**config.mk**
```make
export PLATFORM = sky130hd
export DESIGN_NAME = f_pc_unit
export DESIGN_NICKNAME = d
export VERILOG_FILES = /design/src/rtl/pc_pkg.sv /design/src/rtl/npc_calc.sv /design/src/rtl/f_pc_unit.sv
export SDC_FILE = /design/constraint.sdc
export NUM_CORES = 1
export LEC_CHECK = 0
export CAP_MARGIN = 20
export CORE_ASPECT_RATIO = 1.2
export CORE_MARGIN = 2
export CORE_UTILIZATION = 28
export CTS_CLUSTER_DIAMETER = 150
export DETAILED_ROUTE_END_ITERATION = 16
export PLACE_DENSITY = 0.5
export SLEW_MARGIN = 25
export SYNTH_ARGS = -nofsm -noshare
export SYNTH_HDL_FRONTEND = slang
export SYNTH_HIERARCHICAL = 1
export SYNTH_SLANG_ARGS = --single-unit
```
**constraint.sdc**
```tcl
create_clock -name clk -period 2.95 [get_ports clk]
set_input_delay 0.59 -clock clk [delete_from_list [all_inputs] [get_ports clk]]
set_output_delay 0.59 -clock clk [all_outputs]
set_load 0.03 [all_outputs]
```
**src/rtl/pc_pkg.sv**
```systemverilog
// rtl/pc_pkg.sv - control-transfer class codes and default vectors for the fetch PC unit
package pc_pkg;

    // Control-transfer class of the instruction sitting in D; codes 3'b100-3'b111 act as PC4
    typedef enum logic [2:0] {
        CLS_PC4 = 3'b000,
        CLS_BR  = 3'b001,
        CLS_J   = 3'b010,
        CLS_JR  = 3'b011
    } pcsrc_e;

    localparam logic [31:0] DEF_RESET_PC = 32'h0000_3000;
    localparam logic [31:0] DEF_EXC_PC   = 32'h0000_4180;
    localparam logic [31:0] DEF_IM_LO    = 32'h0000_3000;
    localparam logic [31:0] DEF_IM_HI    = 32'h0000_6FFF;

    // True for classes that own a delay slot (taken or not)
    function automatic logic has_delay_slot(input logic [2:0] cls);
        return (cls == CLS_BR) || (cls == CLS_J) || (cls == CLS_JR);
    endfunction

endpackage

```
**src/rtl/npc_calc.sv**
```systemverilog
// rtl/npc_calc.sv - combinational D-stage redirect target selection
module npc_calc
    import pc_pkg::*;
(
    input  logic [2:0]  d_pcsrc,
    input  logic        d_cond,
    input  logic [31:0] d_pc,
    input  logic [25:0] d_imm26,
    input  logic [31:0] d_rs,
    input  logic [31:0] f_pc,
    output logic [31:0] d_target
);

    logic [31:0] seq_pc;
    logic [31:0] d_pc4;
    logic [31:0] br_pc;
    logic [31:0] j_pc;

    // Candidate targets, all wrapping modulo 2^32
    always_comb begin
        seq_pc = f_pc + 32'd4;
        d_pc4  = d_pc + 32'd4;
        br_pc  = d_pc4 + {{14{d_imm26[15]}}, d_imm26[15:0], 2'b00};
        j_pc   = {d_pc4[31:28], d_imm26, 2'b00};
    end

    // Pick the target for the D instruction's class; a not-taken branch falls through
    always_comb begin
        d_target = seq_pc;
        case (d_pcsrc)
            CLS_BR:  d_target = d_cond ? br_pc : seq_pc;
            CLS_J:   d_target = j_pc;
            CLS_JR:  d_target = d_rs;
            default: d_target = seq_pc;
        endcase
    end

endmodule

```
**src/rtl/f_pc_unit.sv**
```systemverilog
// rtl/f_pc_unit.sv - fetch-stage PC register with exception/eret/stall priority and delay-slot flag
module f_pc_unit
    import pc_pkg::*;
#(
    parameter logic [31:0] RESET_PC = DEF_RESET_PC,
    parameter logic [31:0] EXC_PC   = DEF_EXC_PC,
    parameter logic [31:0] IM_LO    = DEF_IM_LO,
    parameter logic [31:0] IM_HI    = DEF_IM_HI
) (
    input  logic        clk,
    input  logic        reset,
    input  logic        stall,
    input  logic [2:0]  d_pcsrc,
    input  logic        d_cond,
    input  logic [31:0] d_pc,
    input  logic [25:0] d_imm26,
    input  logic [31:0] d_rs,
    input  logic        exc_req,
    input  logic        eret,
    input  logic [31:0] epc,
    output logic [31:0] f_pc,
    output logic        f_adel,
    output logic        f_bd,
    output logic [31:0] d_pc8
);

    logic [31:0] pc_q;
    logic [31:0] pc_d;
    logic        bd_q;
    logic        bd_d;
    logic [31:0] d_target;

    npc_calc u_npc_calc (
        .d_pcsrc  (d_pcsrc),
        .d_cond   (d_cond),
        .d_pc     (d_pc),
        .d_imm26  (d_imm26),
        .d_rs     (d_rs),
        .f_pc     (pc_q),
        .d_target (d_target)
    );

    // Redirect priority: exception entry, then eret, then stall hold, then the D target
    always_comb begin
        pc_d = d_target;
        bd_d = has_delay_slot(d_pcsrc);
        if (exc_req) begin
            pc_d = EXC_PC;
            bd_d = 1'b0;
        end else if (eret) begin
            pc_d = epc;
            bd_d = 1'b0;
        end else if (stall) begin
            pc_d = pc_q;
            bd_d = bd_q;
        end
    end

    // PC and delay-slot flag registers
    always_ff @(posedge clk or posedge reset) begin
        if (reset) begin
            pc_q <= RESET_PC;
            bd_q <= 1'b0;
        end else begin
            pc_q <= pc_d;
            bd_q <= bd_d;
        end
    end

    // Fetch address error: misaligned or outside the instruction window; PC still advances
    always_comb begin
        f_adel = (pc_q[1:0] != 2'b00) || (pc_q < IM_LO) || (pc_q > IM_HI);
    end

    assign f_pc  = pc_q;
    assign f_bd  = bd_q;
    assign d_pc8 = d_pc + 32'd8;

endmodule
```
* Yosys cells after proc, flatten, opt, wreduce, memory -nomap -nowiden
Cells that the tools add are included.
** Word-level totals
- Register bits :: 33
- Bits of input ports :: 131
** Operators by class
- Add/sub/neg operators :: 4
- Order comparisons :: 2
- Equal/unequal tests :: 4
- Multiplexer cells :: 8
- Reduce and logical (&&, ||, !) cells :: 5
** Operators by type and width (number)
- $mux 32 :: 4
- $pmux 32 s3 :: 1
- $add 32x3->32 const B :: 2
- $add 32x32->32 :: 1
- $add 32x4->32 const B :: 1
- $gt 32x15->1 const B :: 1
- $lt 32x14->1 const B :: 1
- $eq 3x2->1 const B :: 2
- $logic_or 1x1->1 :: 4
- $eq 3x1->1 const B :: 1
- $mux 1 :: 3
- $ne 3x1->1 const B :: 1
- $reduce_bool 2->1 :: 1

* Longest topological paths before layout
- Depth in word-level cells :: 7
- Mapped depth :: 21
- Gate-level depth less buffers :: 20

* Hierarchy
The synthesis kept the hierarchy.
** By module, submodules not included
- npc_calc :: instances 1, cells each 582, area an instance 3827.4 um^2
- f_pc_unit :: instances 1, cells each 262, area an instance 2268.4 um^2

* Least setup slack after synthesis
No wires, ideal clock.
- Path type :: input port to flip-flop
- From :: input d_pc[6]
- To :: register pc_q[30], in the netlist f_pc[30]
- Arrival time :: 3.832 ns
- Required time :: 2.818 ns
- Setup slack :: -1.014 ns
- Stages on the path :: 20
- Path buffers :: 1
- Cells stage by stage :: nand4_1 nor3_2 nand2_1 nor2_1 nand3_1 xnor2_1 ha_1 buf_2 a21oi_2 o21ai_2 a311o_1 a21o_1 a221oi_1 o21ai_1 xor2_1 a221o_1 mux2i_1 nor2_1 a21oi_1 nor2_1
** On the way
- Cells in the longest elaborated chain, start to end :: 7
** Ends and longest elaborated chain
- from (decl) :: line f_pc_unit.sv:15 : input logic [31:0] d_pc,
- $add 32x3->32 * :: line npc_calc.sv:22 : d_pc4 = d_pc + 32'd4;
- $add 32x32->32 :: line npc_calc.sv:23 : br_pc = d_pc4 + {{14{d_imm26[15]}}, d_imm26[15:0], 2'b00};
- $mux 32 :: line npc_calc.sv:31 : CLS_BR: d_target = d_cond ? br_pc : seq_pc;
- $pmux 32 s3 * :: line npc_calc.sv:30 : case (d_pcsrc)
- named net d_target[30] :: line f_pc_unit.sv:31 : logic [31:0] d_target;
- $mux 32 * :: line f_pc_unit.sv:53 : end else if (stall) begin
- $mux 32 * :: line f_pc_unit.sv:50 : end else if (eret) begin
- $mux 32 * :: line f_pc_unit.sv:47 : if (exc_req) begin
- to (signal assigned) :: line f_pc_unit.sv:65 : pc_q <= pc_d;
- to (decl) :: line f_pc_unit.sv:27 : logic [31:0] pc_q;
Mark *: on every way through the listed nets, which the timed path passes. The rest lies on a longest branch. The select of a mux whose other input is x is not followed.
A chain may end at the register's enable or synchronous reset.

* Worst setup path in the final report
- From :: input d_pc[9]
- To :: register pc_q[25], in the netlist f_pc[25]
** On the way
- Cells in the longest elaborated chain, start to end :: 7
** Ends and longest elaborated chain (line)
- $add 32x3->32 :: npc_calc.sv:22
- $add 32x32->32 :: npc_calc.sv:23
- $mux 32 :: npc_calc.sv:31
- $pmux 32 s3 :: npc_calc.sv:30
- named net d_target[25] :: f_pc_unit.sv:31
- $mux 32 :: f_pc_unit.sv:53
- $mux 32 :: f_pc_unit.sv:50
- $mux 32 :: f_pc_unit.sv:47
The timed path passes the listed nets, and every way through them passes these cells. The select of a mux whose other input is x is not followed.

==> summary.md <==
| Metric | Value |
|---|---|
| Status | finished with violations |
| Failing checks | negative setup slack |
| CP max FO | 3 |
| Largest net degree at the start of global routing | 63 |
| Mapped Area | between 6000 and 7000 um^2 |
| CP required | about 3.1 ns |
| Initial antenna violation count | 0 |
| Placed Area | a little under 10000 um^2 |
| Final HPWL DP | 20.40 mm |
| Post-synth EDFFs | 0 |
| Final instance count without filler cells | approximately 1500 |
| Setup crit start kind | input port |
| Die area | around 23000 um^2 |
| Top-count cell post-synth | nor2_1 |
| Syn-to-layout area delta | 80.36% |
| Routed wire per std cell | ~17 um |
| WP data arrival | 3.89 ns |
| Slew Viols, Final | 0 |
| Area of the multi-input gates | 5823 um^2 |
| Post-Synthesis Cells | approximately 840 |
| H-tree levels | 2 |
| Met2 Wirelength | around 14 mm |
| First-pass DRT Iterations | 5 |
| First-pass GRT wire length | 40.81 mm |
| Drt drc | 0 |
| Core ar. | between 20000 and 25000 um^2 |
| Final worst slack | -0.7973 ns |
| # diodes | 0 |
| Grt total ovfl | 0 |
| CTS tree | built |
| Register area | around 830 um^2 |
| Class of the worst hold path | flip-flop to flip-flop |
| Reg clk slew, reported paths | 0.06 ns |
| CTS buffer count | 5 |
| Leading cell types by count after synthesis | nor2_1 (113), nand2_1 (95), a21oi_1 (75) |
| DR top layer | met4 |
| # rows | 59 |
| Worst setup EP type | flip-flop |
| FILL cells | ~2100 |
| Hold_ws | a little over 0.6 ns |
| Post-DRT Antenna Nets | 0 |
| Static Leakage | around 0.0048 uW |
| Place WS | -1.582 ns |
| R2R cell count | 13 |
| Max Clock Freq | between 200 and 300 MHz |
| Starting density of the core | between 20 and 30% |
| Design Area, Final | around 11000 um^2 |
| Sequential fraction of the synthesis area | between 10% and 20% |
| YS warnings | 6 |
| Top post-synthesis cells by area | dfrtp_1 (13%), xnor2_1 (10%), mux2i_1 (8.7%), ha_1 (7.2%), nor2_1 (7.0%) |
| Worst Hold Path Cells | 2 |
| Vias in the first global route | ~8000 |
| # hold bufs at CTS | 0 |
| CTS max path bufs | 2 |
| Final Net Count | around 1400 |
| Critical path class | input port to flip-flop |
| Initial DRC count | roughly 420 |
| Hold Vio Cnt, Final | 0 |
| Port bufs | just under 200 |
| Vias/cell | between 5 and 6 |
| Chip height | ~170 um |
| Max Cap Viol | 0 |
| Period utilization | 127.0% |
| Worst skew pair latency | about 0.28 ns |
| Routability-driven placement congestion ratio | between 0.8 and 0.9 |
| Final Skew | slightly below 0.008 ns |
| Distinct cells, synth | just over 70 |
| Syn Area/Cell | 7.223 um^2 |
| Post-synth top area cell | dfrtp_1 |
| Via Count | between 7000 and 8000 |
| Pwr dens | around 270 nW/um^2 |
| Synth Net Count | approximately 1000 |
| Clock Sinks | 33 |
| Die width | ~140 um |
| Top_reg_cell synth | dfrtp_1 |
| Post-synth top area share | between 10% and 20% |
| Share of cells above drive strength 1 | 34.03% |
| Met3 wire len | 1.099 mm |
| Asr flop ratio synth | 100.0% |
| Final setup fails | 22 |
| Synth Register Bits | 33 |
| I/O pin total | approximately 200 |
| Total Routing Usage GR | a little over a fifth |
| Max VDD drop | roughly 250 uV |
| Tmin final | 3.747 ns |
| Met1 wire length | 10.64 mm |
| Root buffer selected by CTS | clkbuf_16 |
| RSZ-0062 raised after global routing | true |
| Worst-margin pin slew | between 0.6 and 0.7 ns |
| Post-layout util | approximately 51% |
| Slew HR | 57.73% |
| Dpl cells | around 1500 |
| Routed WL | 25.60 mm |
cell type report:
| class | count | share of cell area [%] |
|---|---|---|
| clock buffers | 7 | 1.297 |
| clock inverters | 1 | 0.2731 |
| inverters | 11 | 0.3756 |
| multi-input cells | 759 | 52.96 |
| flip-flops and latches | 33 | 7.534 |
| well taps | 274 | 3.118 |
| repair buffers | 435 | 34.44 |
critical path, stage by stage:
cell and delay (ns):
clkdlybuf4s15_2 0.21, nand3_4 0.09, nor3_4 0.26, nand2_2 0.12
or2_4 0.27, xnor2_4 0.15, ha_1 0.32, and2_4 0.15
nand4_1 0.08, a21oi_2 0.18, o41ai_4 0.14, buf_4 0.17
a211o_1 0.27, a31oi_2 0.19, o21bai_1 0.11, a2bb2oi_2 0.15
mux2i_1 0.14, nor2_1 0.07, a21oi_1 0.16, nor2_1 0.06
report_power, final:
part / internal [uW] / switching [uW] / leakage (uW)
registers: 483 / 50.0 / 0.000422
clock network: 422 / 196 / 0.0000841
logic: 924 / 891 / 0.00426
through the flow:
step,TNS [ns],power (uW)
2_1_floorplan,-7.110,1318
6_report,-12.58,2965
4_1_cts,-11.15,2879
3_3_place_gp,-32.64,2120
5_1_grt,-16.80,3142
3_5_place_dp,-33.72,2118
registers in the layout (all words and copies together), names as in the netlist:
signal	cells
f_pc	32
f_bd	1
worst paths after layout:
kind / slack (ns) / end / startpoint
worst max-delay path: -0.80 / f_pc[25] / d_pc[9]
worst min-delay path: 0.62 / f_bd / f_bd
worst max register to register: 0.26 / f_pc[30] / f_pc[3]
worst min register to register: 0.62 / f_bd / f_bd
max in group asynchronous: 1.88 / f_pc[12] / reset
min in group asynchronous: 0.72 / f_pc[23] / reset
kinds of logic after synthesis:
kind of cell	after synthesis	synth area share, %
simple gates	377	30.42
compound gates	181	19.91
xor+xnor	107	15.37
mux	58	9.626
buf+inv	52	3.571
fa+ha+maj	36	7.512
flops	33	13.59
cell usage in the layout (no fill, tap or decap), types with 12 or more instances in the layout:
cell type        instances
buf_6                   19
nor3_1                  14
and3_1                  14
a21oi_2                 21
nor2_1                 107
clkdlybuf4s50_1        145
dfrtp_1                 31
nand2_1                 86
nand4_1                 21
ha_1                    29
xor2_1                  31
buf_4                  246
o21ai_0                 14
a21oi_1                 55
nand2b_1                12
xnor2_1                 59
mux2i_1                 53
nand3_1                 40
per-layer routing:
metal,vias to the layer above,track usage (%)
met5,-,0
met4,0,2.196
met3,18,2.428
met2,193,40.42
met1,3641,27.04
li1,3853,-
repair_timing:
action / CTS / global route
setup endpoints to repair: 43 / 25
pin swaps: 93 / 74
setup buffers: 30 / 11
resized for setup: 149 / 53
hold endpoints to repair: 0 / 0
No activity file was read; power rests on OpenSTA's default activity.
